$ cat src/rtl/minion_rom_arbiter.sv
// Round-robin arbiter sharing one sprite ROM read port among N_REQ pixel fetchers.
// Define MINION_ARB_LOCK_EN to enable burst locking through the lock inputs.
module minion_rom_arbiter #(
   parameter int N_REQ   = 4,
   parameter int ADDR_W  = 19,
   parameter int DATA_W  = 3,
   parameter int ROM_LAT = 0
) (
   input  logic                    Clk,
   input  logic                    Reset,
   input  logic [N_REQ-1:0]        req,
   input  logic [N_REQ*ADDR_W-1:0] addr,
   input  logic [N_REQ-1:0]        lock,
   output logic [N_REQ-1:0]        gnt,
   output logic [ADDR_W-1:0]       rom_addr,
   input  logic [DATA_W-1:0]       rom_data,
   output logic [DATA_W-1:0]       rdata,
   output logic [N_REQ-1:0]        rvalid
);

   localparam int IDX_W = (N_REQ > 1) ? $clog2(N_REQ) : 1;

   logic [IDX_W-1:0] ptr;
   logic [N_REQ-1:0] elig;
   logic             any_gnt;
   logic [IDX_W-1:0] gnt_idx;

`ifdef MINION_ARB_LOCK_EN
   logic             owner_vld;
   logic [IDX_W-1:0] owner_idx;

   // A live owner masks everyone else out, even while its own req is low.
   always_comb begin
      elig = req;
      if (owner_vld) elig = req & (N_REQ'(1) << owner_idx);
   end

   always_ff @(posedge Clk or posedge Reset) begin
      if (Reset) begin
         owner_vld <= 1'b0;
         owner_idx <= '0;
      end else if (any_gnt) begin
         owner_vld <= lock[gnt_idx];
         owner_idx <= gnt_idx;
      end else if (owner_vld && !req[owner_idx] && !lock[owner_idx]) begin
         owner_vld <= 1'b0;
      end
   end
`else
   logic unused_lock;
   assign unused_lock = ^lock;
   assign elig        = req;
`endif

   // Priority search starting at ptr, wrapping modulo N_REQ.
   always_comb begin
      int idx;
      idx     = 0;
      any_gnt = 1'b0;
      gnt_idx = '0;
      gnt     = '0;
      for (int k = 0; k < N_REQ; k++) begin
         idx = int'(ptr) + k;
         if (idx >= N_REQ) idx = idx - N_REQ;
         if (!any_gnt && elig[IDX_W'(idx)]) begin
            any_gnt = 1'b1;
            gnt_idx = IDX_W'(idx);
         end
      end
      if (any_gnt) gnt[gnt_idx] = 1'b1;
   end

   assign rom_addr = any_gnt ? addr[gnt_idx*ADDR_W +: ADDR_W] : '0;

   always_ff @(posedge Clk or posedge Reset) begin
      if (Reset)
         ptr <= '0;
      else if (any_gnt)
         ptr <= (int'(gnt_idx) == N_REQ-1) ? '0 : gnt_idx + 1'b1;
   end

   // Stage 0 is the live grant; ROM_LAT registered stages follow it so the
   // tag lines up with rom_data at the return register.
   logic             last_vld;
   logic [IDX_W-1:0] last_idx;

   if (ROM_LAT == 0) begin : g_lat0
      assign last_vld = any_gnt;
      assign last_idx = gnt_idx;
   end else begin : g_pipe
      logic [ROM_LAT-1:0]            vld_pipe;
      logic [ROM_LAT-1:0][IDX_W-1:0] idx_pipe;

      always_ff @(posedge Clk or posedge Reset) begin
         if (Reset) begin
            vld_pipe <= '0;
            idx_pipe <= '0;
         end else begin
            vld_pipe[0] <= any_gnt;
            idx_pipe[0] <= gnt_idx;
            for (int k = 1; k < ROM_LAT; k++) begin
               vld_pipe[k] <= vld_pipe[k-1];
               idx_pipe[k] <= idx_pipe[k-1];
            end
         end
      end

      assign last_vld = vld_pipe[ROM_LAT-1];
      assign last_idx = idx_pipe[ROM_LAT-1];
   end

   always_ff @(posedge Clk or posedge Reset) begin
      if (Reset) begin
         rvalid <= '0;
         rdata  <= '0;
      end else begin
         rvalid <= last_vld ? (N_REQ'(1) << last_idx) : '0;
         if (last_vld) rdata <= rom_data;
      end
   end

endmodule

$ cat config.mk
export PLATFORM = sky130hd
export DESIGN_NAME = minion_rom_arbiter
export DESIGN_NICKNAME = d
export VERILOG_FILES = /design/src/rtl/minion_rom_arbiter.sv
export SDC_FILE = /design/constraint.sdc
export NUM_CORES = 1
export LEC_CHECK = 0
export ABC_CLOCK_PERIOD_IN_PS = 4030
export BUFFER_PORTS_ARGS = -buffer_cell sky130_fd_sc_hd__buf_2
export CORE_MARGIN = 3
export CORE_UTILIZATION = 37
export DETAILED_ROUTE_END_ITERATION = 16
export GPL_TIMING_DRIVEN = 0
export PLACE_DENSITY = 0.86
export SLEW_MARGIN = 20
export SYNTH_ARGS = -nofsm -noshare
export SYNTH_HDL_FRONTEND = slang
export SYNTH_SLANG_ARGS = --single-unit
$ cat constraint.sdc
create_clock -name Clk -period 4.03 [get_ports Clk]
set_input_delay 0.2015 -clock Clk [delete_from_list [all_inputs] [get_ports Clk]]
set_output_delay 0.2015 -clock Clk [all_outputs]
set_load 0.01 [all_outputs]
* Word-level counts from Yosys, hierarchy flattened
Cells that the tools add are included.
Widths: inputs -> output; s select.
** Word-level totals
- Input bits :: 89
- Output and inout bits :: 30
- Bits in registers :: 9
** Operators by class
- Add/subtract/negate cells :: 8
- Reduce and logical (&&, ||, !) cells :: 7
- $mul :: 1
- Equality and inequality tests :: 1
- Multiplexer cells :: 30
- Shift operators :: 2
- Magnitude comparators :: 10
** Operators by type and width (number)
- $shiftx 76x8->19 :: 1
- $mux 19 :: 1
- $mux 2 :: 9
- $lt 2x4->1 const B :: 4
- $mux 1 :: 13
- $ge 3x3->1 const B :: 3
- $bmux 1 s2 :: 4
- $mux 4 :: 2
- $sub 2x1->2 const B :: 4
- $mul 2x5->7 const B :: 1
- $add 2x2->3 const B :: 2
- $logic_and 1x1->1 :: 4
- $shl 1x2->4 const A :: 1
- $add 2x1->3 const B :: 1
- $ge 2x3->1 const B :: 1
- $logic_not 1->1 :: 3
- $lt 2x3->1 const B :: 1
- $add 2x1->2 const B :: 1
- $demux 1 s2 :: 1
- $eq 2x1->1 const B :: 1
- $ge 2x1->1 const B :: 1

* Longest topological paths before layout
Gate-level depths: netlist (run 1).
- Word-level depth :: 20
- Gate-level depth with buffers :: 8

* Worst setup path after synthesis (run 1)
No wires, ideal clock.
- Path kind :: reg2reg
- Start point :: register ptr[1]
- End point :: register ptr[1]
- Buffers on the path :: 1
- Arrival time :: 1.764 ns
- Data required time :: 3.905 ns
- Setup slack :: 2.141 ns
- Clock period less this slack :: 1.889 ns
- Library setup time :: 0.125 ns
- Stages on the path, launching flop included :: 8
- Cell sequence :: dfrtp_1 > mux2i_1 > a21oi_1 > o21ai_2 > clkbuf_1 > inv_1 > ha_1 > mux2_2
** Between the ends
- Longest elaborated chain between the ends :: 17
- Elaborated cells on any way between the ends :: 44
- Classes of those cells :: 8 x add/sub; 4 x order compare; 1 x eq/ne; 25 x mux; 6 x reduce/logical
** Ends and longest elaborated chain
- start, declared :: line 23 : logic [IDX_W-1:0] ptr;
- start signal, assigned :: line 79 : ptr <= (int'(gnt_idx) == N_REQ-1) ? '0 : gnt_idx + 1'b1;
- branches (longest 17 deep; another with $add 2x1->3)
Several ways; the timed one is not identified. The select of a mux whose other input is x is not followed.
A chain may end at the register's enable or synchronous reset.

* Worst setup path in the final report (run 1)
- Start point :: register ptr[1]
- End point :: output port gnt[3]
** Between the ends
- Longest elaborated chain between the ends :: 20
- Elaborated cells on any way between the ends :: 47
- Classes of those cells :: 7 x add/sub; 6 x order compare; 27 x mux; 7 x reduce/logical
** Ends and longest elaborated chain
- branches (longest 19 deep; another with $add 2x1->3)
- $mux 4 * :: line 70 : if (any_gnt) gnt[gnt_idx] = 1'b1;
- end, declared :: line 14 : output logic [N_REQ-1:0] gnt,
Every way passes the cells marked *. The select of a mux whose other input is x is not followed.

==> metrics.csv, run 1 <==
metric,value,unit
"Cell Chain, Critical Path","mux2i_1, a21oi_1, o21ai_2, clkbuf_1, inv_1, ha_1, nor2b_1, buf_2",
RSZ-0062 raised after global routing,false,
register area,225,sq um
Avg WL per Cell,13.8,um
final critical-path required period,2.40,ns
dpl cells,249,
crit start category,register,
Gate Count Post-Synth,105,
CP Max Fanout,11,
Initial Util,0.411,
Top-Level Pins,119,
largest family of logic cells by synthesized area,multiplexers,
Hold Path Class,input pin to register,
"top cells by count, synth","mux2i_1 (39), o22ai_1 (19), dfrtp_1 (9), buf_6 (7), inv_1 (5)",
Ant. Diodes,0,
fin nets,318,
root buf cell,clkbuf_4,
die area,0.00359,sq mm
Final setup viols,0,
synthesized cell area,0.00107,sq mm
largest net degree at the start of global routing,12,
syn_nets,198,
CTS tree,done,
power per standard cell area,507,mW/mm^2
initial antenna violation count,0,
GP Congestion,0.727,
Post-Layout Cell Count,254,
Pwr Total,0.872,mW
first-pass GRT wire length,5320,um
largest cells by area after synthesis,"mux2i_1 (36%), dfrtp_1 (21%), o22ai_1 (11%), buf_6 (7.3%), ha_1 (4.7%)",
DRT antenna net count,0,
multi-input gate area in the final layout,744,sq um
crit end category,output pin,
TNS Setup,0,ns
Max IR drop VDD,0.294,mV
CP Class,register to output pin,
hold violation count in the final report,0,
Setup Buffers After CTS,0,
cell with the most instances after synthesis,mux2i_1,
Synth Area in Adders,0.0466,
post-synthesis simple-gate area fraction,0.0582,
die height,59.9,um
chip width,59.9,um
post-synthesis sequential area ratio,0.210,
Least-Margin Pin Slew,0.546,ns
XOR/XNOR Fraction of Synth Area,0,
Yosys cell types,19,
layout cells sized above 1,0.603,
run status,completed,
Fillers,240,
Skew-Pair Late Insertion Delay,0.25,ns
Pre-Repair DR Iteration Count,4,
Overflow after GRT,0,
fmax,417,MHz
Mean Syn Cell Area,10.2,sq um
Post-synth EDFFs,0,
CTS Buf Count,3,
Post-route DRC,0,
final slew viol count,0,
Clock Path Buffers,2,
Max Cap Viol,0,
post-synthesis compound-gate area fraction,0.183,
worst path bufs/invs,3,
Post-synth top flop,dfrtp_1,
Syn. warnings,0,
H-tree depth,1,
"CP delay by family, top",buffers and inverters,
relative slew slack,0.634,
WP data arrival,2.20,ns
# port buffers,114,
Async SR Flop Fraction,1.00,
CP required,3.83,ns
Sink Count,9,
clk_skew,0.00544,ns
"flops & latches, synth",9,
standard-cell rows,18,
Area Growth Syn to Fin,60.1,%
"slowest stage delay, CP",0.49,ns
Worst-path clk slew,0.06,ns
Synth area leader,mux2i_1,
GRT Total Usage,0.190,
post-CTS sizing,0,
WL final,3500,um
P_leak,0.993,nW
period utilization,0.596,
Starting DRT DRC Count,43,
DPL Wire Length,3040,um
Yosys top cell area share,0.363,
post-synthesis mux area share,0.405,
via/cell ratio,5.06,
Core Area,0.00261,sq mm
Vias,1286,
final core utilization,0.659,
Slowest cell on crit path,dfrtp_1,
vias in the first global route,1235,
[sequential cells by signal (all words and copies together), names as in the netlist]
signal and cells:
ptr 2, rdata 3, rvalid 4
[cell type report]
class,count,share of cell area
inverters,5,0.0109
clock inverters,1,0.00291
multi-input cells,82,0.433
clock buffers,3,0.0131
plain buffers,9,0.0502
well taps,30,0.0218
repair buffers,115,0.337
flip-flops and latches,9,0.131
[cells by family after synthesis]
group                    count (synthesis)
AND/OR/NAND/NOR                          7
multiplexers                            43
buffers and inverters                   14
flip-flops                               9
adder cells (fa/ha/maj)                  4
AO/OA/AOI/OAI                           28
[per-stage QoR]
step / hold slack [ns] / worst slack [ns] / area, sq um
finish: 0.180 / 1.63 / 1720
global route: 0.158 / 1.44 / 1720
CTS: 0.170 / 1.59 / 1720
global placement: 0.161 / 1.86 / 1680
detailed placement: 0.173 / 1.86 / 1680
floorplan: 0.0294 / 2.14 / 1070
[placed cells by master (no fill, tap or decap), drive strengths merged, types with 3 or more instances in the layout]
| cell type | n |
|---|---|
| buf | 121 |
| mux2i | 39 |
| o22ai | 19 |
| dfrtp | 9 |
| inv | 5 |
| clkbuf | 5 |
| mux2 | 4 |
| nor2b | 4 |
| ha | 4 |
| a21oi | 3 |
| o21ai | 3 |
[final timing paths]
check / from / endpoint / slack (ns) / depth (start not counted)
setup / recovery: ptr[1]$_DFFE_PP0P_ / gnt[3] / 1.63 / 8
hold / removal: rom_data[2] / rdata[2]$_DFFE_PP0P_ / 0.18 / 2
setup reg to reg: ptr[1]$_DFFE_PP0P_ / ptr[1]$_DFFE_PP0P_ / 1.90 / 7
hold reg to reg: rdata[0]$_DFFE_PP0P_ / rdata[0]$_DFFE_PP0P_ / 0.51 / 1
max in group asynchronous: Reset / rvalid[2]$_DFF_PP0_ / 3.33 / 3
min in group asynchronous: Reset / rdata[0]$_DFFE_PP0P_ / 0.44 / 3
[power by group]
group	switching, mW	total [mW]	internal, mW
Sequential	0.0202	0.137	0.117
Clock	0.0292	0.0656	0.0364
Combinational	0.339	0.669	0.330
[per-layer routing]
metal | part of all wire | GRT usage | vias to the layer above
li1 | - | - | 638
met1 | 0.37 | 0.236 | 577
met2 | 0.54 | 0.333 | 67
met3 | 0.073 | 0.0281 | 4
met4 | 0.012 | 0.0601 | 0
met5 | 0 | 0 | -
[repair_timing]
| action | CTS | global route |
|---|---|---|
| hold buffers | 1 | 0 |
| setup endpoints to repair | 0 | 0 |
| hold endpoints to repair | 9 | 0 |
[worst register-to-register path: stages (launching register included)]
cell      delay [ns]
dfrtp_1         0.49
mux2i_1         0.21
a21oi_1         0.10
o21ai_2         0.11
clkbuf_1        0.40
inv_1           0.13
ha_1            0.32
mux2_2          0.26
No activity file was read; power rests on OpenSTA's default activity.
==> run 2, diff against run 1 <==
- ABC_CLOCK_PERIOD_IN_PS: 4030 -> 2100
- CORE_UTILIZATION: 37 -> 31
- PLACE_DENSITY: 0.86 -> 0.77
- clock period: 4.03 -> 2.1 ns (I/O delays scaled with it)
==> run 2 against run 1 <==
First-iteration DRC count fell by 63%. Sequential power is 100% higher. Critical path depth is the same. Combinational power rose by 110%. Sequential cell count is the same. Core utilization is 8.6 points lower. Count of clock-buffer cells in the layout unchanged. Global-route usage is 2.4 points lower. Routed wire length increased by 4.0%. Cell area rose by 5.8%. Critical endpoint is now gnt[0]. Largest cell class unchanged.
==> metrics.csv, run 2 (synthesis gave the netlist of run 1 again) <==
metric,value,unit,change
CTS Buf Count,3,,unchanged
Avg WL per Cell,13.4,um,was 13.8 um
Initial Util,0.338,,was 0.411
Starting DRT DRC Count,16,,was 43
final slew viol count,0,,unchanged
P_leak,1.03,nW,was 0.993 nW
R2R Setup Slk,0.32,ns,was 1.90 ns
"Cell Chain, Critical Path","a21oi_2, o21ai_2, o2bb2a_4, buf_12, inv_1, ha_1, nor2b_1, buf_2",,"was mux2i_1, a21oi_1, o21ai_2, clkbuf_1, inv_1, ha_1, nor2b_1, buf_2"
Area Growth Syn to Fin,69.4,%,was 60.1%
power per standard cell area,999,mW/mm^2,was 507 mW/mm^2
root buf cell,clkbuf_4,,unchanged
vias in the first global route,1267,,was 1235
most frequent cells in the layout,"buf_2 (114), mux2i_1 (38), o22ai_1 (19)",,"was buf_2 (114), mux2i_1 (39), o22ai_1 (19)"
largest net degree at the start of global routing,12,,unchanged
Vias,1294,,was 1286
FF-to-FF path depth,7,,unchanged
layout cells sized above 1,0.632,,was 0.603
die height,64.9,um,was 59.9 um
Post-route DRC,0,,unchanged
max FFs per register,4,,unchanged
Skew-Pair Late Insertion Delay,0.26,ns,was 0.25 ns
Worst R2R End,ptr[1]$_DFFE_PP0P_,,unchanged
initial antenna violation count,0,,unchanged
Top reg by flops,rvalid,,unchanged
Post-Layout Cell Count,272,,was 254
Slowest cell on crit path,dfrtp_2,,was dfrtp_1
GRT Total Usage,0.166,,was 0.190
CP Max Fanout,8,,was 11
Max Cap Viol,0,,unchanged
relative slew slack,0.568,,was 0.634
GP Congestion,0.696,,was 0.727
die area,0.00421,sq mm,was 0.00359 sq mm
Sink Count,9,,unchanged
WP data arrival,1.89,ns,was 2.20 ns
"slowest stage delay, CP",0.47,ns,was 0.49 ns
period utilization,0.948,,
crit end category,output pin,,unchanged
placed instance area,0.00170,sq mm,was 0.00168 sq mm
met2 Usage GRT,0.315,,was 0.333
Pre-Repair DR Iteration Count,4,,unchanged
Final setup viols,0,,unchanged
Worst Hold Launch,rom_data[2],,unchanged
met1 GRT Util,0.182,,was 0.236
CP required,2.00,ns,was 3.83 ns
Least-Margin Pin Slew,0.643,ns,was 0.546 ns
clk_skew,0.00726,ns,was 0.00544 ns
fin nets,322,,was 318
Hold Path Class,input pin to register,,unchanged
CP Class,register to output pin,,unchanged
Ant. Diodes,0,,unchanged
fmax,502,MHz,
Core Area,0.00318,sq mm,was 0.00261 sq mm
Clock Path Buffers,2,,unchanged
WHS Endpoint,rdata[2]$_DFFE_PP0P_,,unchanged
Worst-path clk slew,0.06,ns,about the same
"commonest non-fill, non-tap cell in the layout",buf_2,,unchanged
run status,completed,,unchanged
Reg2Reg Launch Point,ptr[1]$_DFFE_PP0P_,,unchanged
standard-cell rows,20,,was 18
H-tree depth,1,,unchanged
chip width,64.9,um,was 59.9 um
final critical-path required period,1.99,ns,
post-route cell area,0.00182,sq mm,was 0.00172 sq mm
WL final,3640,um,was 3500 um
Max IR drop VDD,0.601,mV,was 0.294 mV
DRT antenna net count,0,,unchanged
largest registers,"rvalid (4), rdata (3), ptr (2)",,unchanged
first-pass GRT wire length,5550,um,was 5320 um
crit start category,register,,unchanged
met3 Track Usage GR,0.0381,,was 0.0281
dpl cells,263,,was 249
via/cell ratio,4.76,,was 5.06
hold violation count in the final report,0,,unchanged
CTS tree,done,,unchanged
DPL Wire Length,3000,um,was 3040 um
Overflow after GRT,0,,unchanged
busiest grt layer,met2,,unchanged
hold depth,2,,unchanged
Top-Level Pins,119,,unchanged
final core utilization,0.573,,was 0.659
# port buffers,114,,unchanged
run 2: cell type report:
class	instances	area (sq um)
Fill cell	320	1360
Multi-Input combinational cell	82	767
Timing Repair Buffer	120	631
Sequential cell	9	226
Buffer	8	95.1
Tap cell	44	55.1
Clock buffer	3	22.5
Inverter	5	18.8
Clock inverter	1	5.00
run 2: what timing repair did:
| action | in CTS | in global routing |
|---|---|---|
| pin swaps | 0 | 2 |
| setup buffers | 0 | 5 |
| hold buffers | 1 | 0 |
| endpoints found under the hold margin | 9 | 0 |
| resized for setup | 4 | 8 |
| setup endpoints to repair | 5 | 16 |
run 2: layer usage:
metal | part of all wire | vias up
met4 | 0.0052 | 0
met5 | 0 | -
met3 | 0.11 | 2
met2 | 0.53 | 71
met1 | 0.35 | 575
li1 | - | 646
run 2: stage by stage:
| step | TNS [ns] | worst slack (ns) | hold WS, ns | power, mW |
|---|---|---|---|---|
| 6_report | 0 | 0.109 | 0.0755 | 1.82 |
| 5_1_grt | -0.00456 | -0.00456 | 0.0807 | 1.97 |
| 4_1_cts | 0 | 0.000577 | 0.0690 | 1.72 |
| 3_5_place_dp | -0.206 | -0.121 | 0.0747 | 1.57 |
| 3_3_place_gp | -0.0325 | -0.0325 | 0.0688 | 1.54 |
| 2_1_floorplan | 0 | 0.211 | -0.0671 | 1.13 |
run 2: how the worst max path moves through the flow:
| stage | endpoint | start | depth (start not counted) | slack (ns) |
|---|---|---|---|---|
| 2_1_floorplan | ptr[1]$_DFFE_PP0P_ | ptr[1]$_DFFE_PP0P_ | 7 | 0.21 |
| 3_3_place_gp | ptr[1]$_DFFE_PP0P_ | ptr[1]$_DFFE_PP0P_ | 7 | -0.03 |
| 3_5_place_dp | ptr[1]$_DFFE_PP0P_ | ptr[1]$_DFFE_PP0P_ | 7 | -0.12 |
| 6_report | gnt[0] | ptr[1]$_DFFE_PP0P_ | 8 | 0.11 |
| 5_1_grt | rom_addr[13] | ptr[1]$_DFFE_PP0P_ | 7 | -0.005 |
| 4_1_cts | gnt[0] | ptr[1]$_DFFE_PP0P_ | 9 | 0.0006 |
run 2: where the power goes:
| group | switching (mW) | internal [mW] | leakage [nW] |
|---|---|---|---|
| logic | 0.685 | 0.732 | 0.899 |
| clock network | 0.0581 | 0.0700 | 0.0177 |
| registers | 0.0465 | 0.227 | 0.109 |
| total | 0.790 | 1.03 | 1.03 |
run 2: worst max-delay path, delay by kind of cell (launching register included):
family / cells / cell delay [ns]
compound gates: 3 / 0.48
flops: 1 / 0.47
buf+inv: 3 / 0.37
fa+ha+maj: 1 / 0.16
simple gates: 1 / 0.14
==> run 3, diff against run 2 <==
- ABC_AREA: not set -> 1
- BUFFER_PORTS_ARGS: -buffer_cell sky130_fd_sc_hd__buf_2 -> -buffer_cell sky130_fd_sc_hd__buf_4
- CORE_UTILIZATION: 31 -> 38
==> run 3 against run 2 <==
The flow now finishes with violations (negative setup slack). Sequential cell count did not move. Routed wire length rose by 110%. Setup slack got worse by 0.36 ns. Core utilization rose by 18 points. Critical path depth rose by 5.
==> metrics.csv, run 3 <==
metric,value,unit,change
final critical-path required period,2.36,ns,was 1.99 ns
post-synthesis sequential area ratio,0.129,,was 0.210
Sink Count,9,,unchanged
hold slack,0.0848,ns,was 0.0755 ns
crit start category,register,,unchanged
CP Max Fanout,11,,was 8
placed instance area,0.00266,sq mm,was 0.00170 sq mm
layout cells sized above 1,0.466,,was 0.632
Yosys top cell area share,0.190,,was 0.363
largest family of logic cells by synthesized area,simple AND/OR/NAND/NOR gates,,was multiplexers
Syn. warnings,0,,unchanged
Post-synth EDFFs,0,,unchanged
Least-Margin Pin Slew,0.360,ns,was 0.643 ns
register area,226,sq um,unchanged
Area Growth Syn to Fin,88.8,%,was 69.4%
Overflow after GRT,0,,unchanged
final slew viol count,0,,unchanged
Top-Level Pins,119,,unchanged
vias in the first global route,2489,,was 1267
post-route cell area,0.00329,sq mm,was 0.00182 sq mm
Mean Syn Cell Area,5.27,sq um,was 10.2 sq um
largest registers,"rvalid (4), rdata (3), ptr (2)",,unchanged
"top cells by count, synth","nand2_1 (88), inv_1 (87), nand3_1 (45), nand4_1 (39), a21oi_1 (19)",,"was mux2i_1 (39), o22ai_1 (19), dfrtp_1 (9), buf_6 (7), inv_1 (5)"
Worst-path clk slew,0.05,ns,was 0.06 ns
post-synthesis simple-gate area fraction,0.491,,was 0.0582
Worst Hold Launch,rom_data[1],,was rom_data[2]
Initial Util,0.398,,was 0.338
WL final,7650,um,was 3640 um
"flops & latches, synth",9,,unchanged
period utilization,1.12,,was 0.948
die height,73.7,um,was 64.9 um
Clock Path Buffers,2,,unchanged
Top reg by flops,rvalid,,unchanged
RSZ-0062 raised after global routing,true,,
crit end category,output pin,,unchanged
via/cell ratio,5.20,,was 4.76
Async SR Flop Fraction,1.00,,unchanged
Pre-Repair DR Iteration Count,5,,was 4
Gate Count Post-Synth,331,,was 105
DRT antenna net count,0,,unchanged
GRT Total Usage,0.246,,was 0.166
# port buffers,114,,unchanged
Skew-Pair Late Insertion Delay,0.23,ns,was 0.26 ns
synthesized cell area,0.00174,sq mm,was 0.00107 sq mm
hold violation count in the final report,0,,unchanged
Yosys cell types,18,,was 19
Critical Path Start,ptr[0]$_DFFE_PP0P_,,was ptr[1]$_DFFE_PP0P_
most frequent cells in the layout,"buf_4 (127), inv_1 (83), nand2_1 (66)",,"was buf_2 (114), mux2i_1 (38), o22ai_1 (19)"
die area,0.00544,sq mm,was 0.00421 sq mm
TNS Setup,-4.84,ns,was 0 ns
fin worst setup slack,-0.256,ns,was 0.109 ns
syn_nets,424,,was 198
fin nets,568,,was 322
multi-input gate area in the final layout,0.00121,sq mm,was 767 sq um
CP required,2.00,ns,about the same
CTS tree,done,,unchanged
Vias,2735,,was 1294
first-pass GRT wire length,10800,um,was 5550 um
chip width,73.7,um,was 64.9 um
relative slew slack,0.760,,was 0.568
WP data arrival,2.25,ns,was 1.89 ns
GP Congestion,0.873,,was 0.696
Final setup viols,24,,was 0
XOR/XNOR Fraction of Synth Area,0,,unchanged
CTS Buf Count,3,,unchanged
Starting DRT DRC Count,174,,was 16
Hold Path Class,input pin to register,,unchanged
violated checks,negative setup slack,,
max FFs per register,4,,unchanged
Synth Area in Adders,0.0287,,was 0.0466
cell with the most instances after synthesis,nand2_1,,was mux2i_1
Core Area,0.00438,sq mm,was 0.00318 sq mm
largest cells by area after synthesis,"nand2_1 (19%), inv_1 (19%), nand4_1 (14%), dfrtp_1 (13%), nand3_1 (13%)",,"was mux2i_1 (36%), dfrtp_1 (21%), o22ai_1 (11%), buf_6 (7.3%), ha_1 (4.7%)"
H-tree depth,1,,unchanged
Synth area leader,nand2_1,,was mux2i_1
Post-synth top flop,dfrtp_1,,unchanged
root buf cell,clkbuf_8,,was clkbuf_4
Reg2Reg Launch Point,ptr[0]$_DFFE_PP0P_,,was ptr[1]$_DFFE_PP0P_
Ant. Diodes,0,,unchanged
DPL Wire Length,4810,um,was 3000 um
Post-route DRC,0,,unchanged
initial antenna violation count,0,,unchanged
clk_skew,0.00356,ns,was 0.00726 ns
largest net degree at the start of global routing,12,,unchanged
CP Class,register to output pin,,unchanged
Max Cap Viol,0,,unchanged
fmax,424,MHz,was 502 MHz
run status,"finished, violations left",,was completed
post-synthesis compound-gate area fraction,0.0632,,was 0.183
Avg WL per Cell,14.5,um,was 13.4 um
Fillers,319,,was 320
post-synthesis mux area share,0,,was 0.405
standard-cell rows,24,,was 20
"commonest non-fill, non-tap cell in the layout",buf_4,,was buf_2
[run 3: worst max-delay path, cell delays in order (launching register included)]
cell	delay, ns
dfrtp_1	0.38
buf_6	0.17
inv_4	0.06
nand2_2	0.06
nand2_2	0.08
nand2_2	0.08
nand2_2	0.07
nor2_4	0.17
nand4_1	0.16
nand2_2	0.16
buf_6	0.18
nand3_1	0.10
a21oi_1	0.19
buf_4	0.16
[run 3: cell families after synthesis]
kind of cell / count (synthesis)
and+or+nand+nor: 179
AOI/OAI and AO/OA: 22
adders and majority gates: 4
buffers and inverters: 117
DFF: 9
[run 3: area by class of cell]
cell class | count | area share
plain buffers | 24 | 0.0757
clock buffers | 4 | 0.0137
inverters | 93 | 0.111
multi-input cells | 205 | 0.367
flip-flops and latches | 9 | 0.0688
well taps | 52 | 0.0198
repair buffers | 138 | 0.341
repair inverters | 1 | 0.00190
[run 3: worst paths after layout]
kind / to / slack, ns / depth (start not counted)
max in group asynchronous: ptr[1]$_DFFE_PP0P_ / 1.39 / 3
min in group asynchronous: rdata[0]$_DFFE_PP0P_ / 0.42 / 3
worst min register to register: rdata[1]$_DFFE_PP0P_ / 0.47 / 2
worst max-delay path: rom_addr[17] / -0.26 / 13
worst min-delay path: rdata[1]$_DFFE_PP0P_ / 0.08 / 3
worst max register to register: ptr[1]$_DFFE_PP0P_ / -0.07 / 14
[run 3: repair_timing]
action                                 CTS  global route
gates resized for setup                 77            30
setup buffers                           15             1
endpoints found under the hold margin    9             0
pin swaps                               40            13
setup endpoints to repair               24            24
hold buffers                             1             0
gates cloned                             6             2
[run 3: metrics by stage]
step	worst slack, ns	util	instances
after floorplan	0.164	-	331
after global placement	-0.0250	0.608	497
after detailed placement	-0.0859	0.608	497
after CTS	-0.133	0.712	523
after global routing	-0.368	0.751	526
final	-0.256	0.751	526
[run 3: per-layer routing]
layer,part of all wire,up-vias,GRT usage,wire [um]
met3,0.077,29,0.0274,587
met4,0.023,0,0.0644,179
li1,-,1323,-,-
met1,0.37,1233,0.294,2790
met5,0,-,0,0
met2,0.53,150,0.457,4090
Power of run 3 is left out: the tool's default activity adds up to more than one toggle a clock period on the data nets, which glitch-free logic cannot reach.
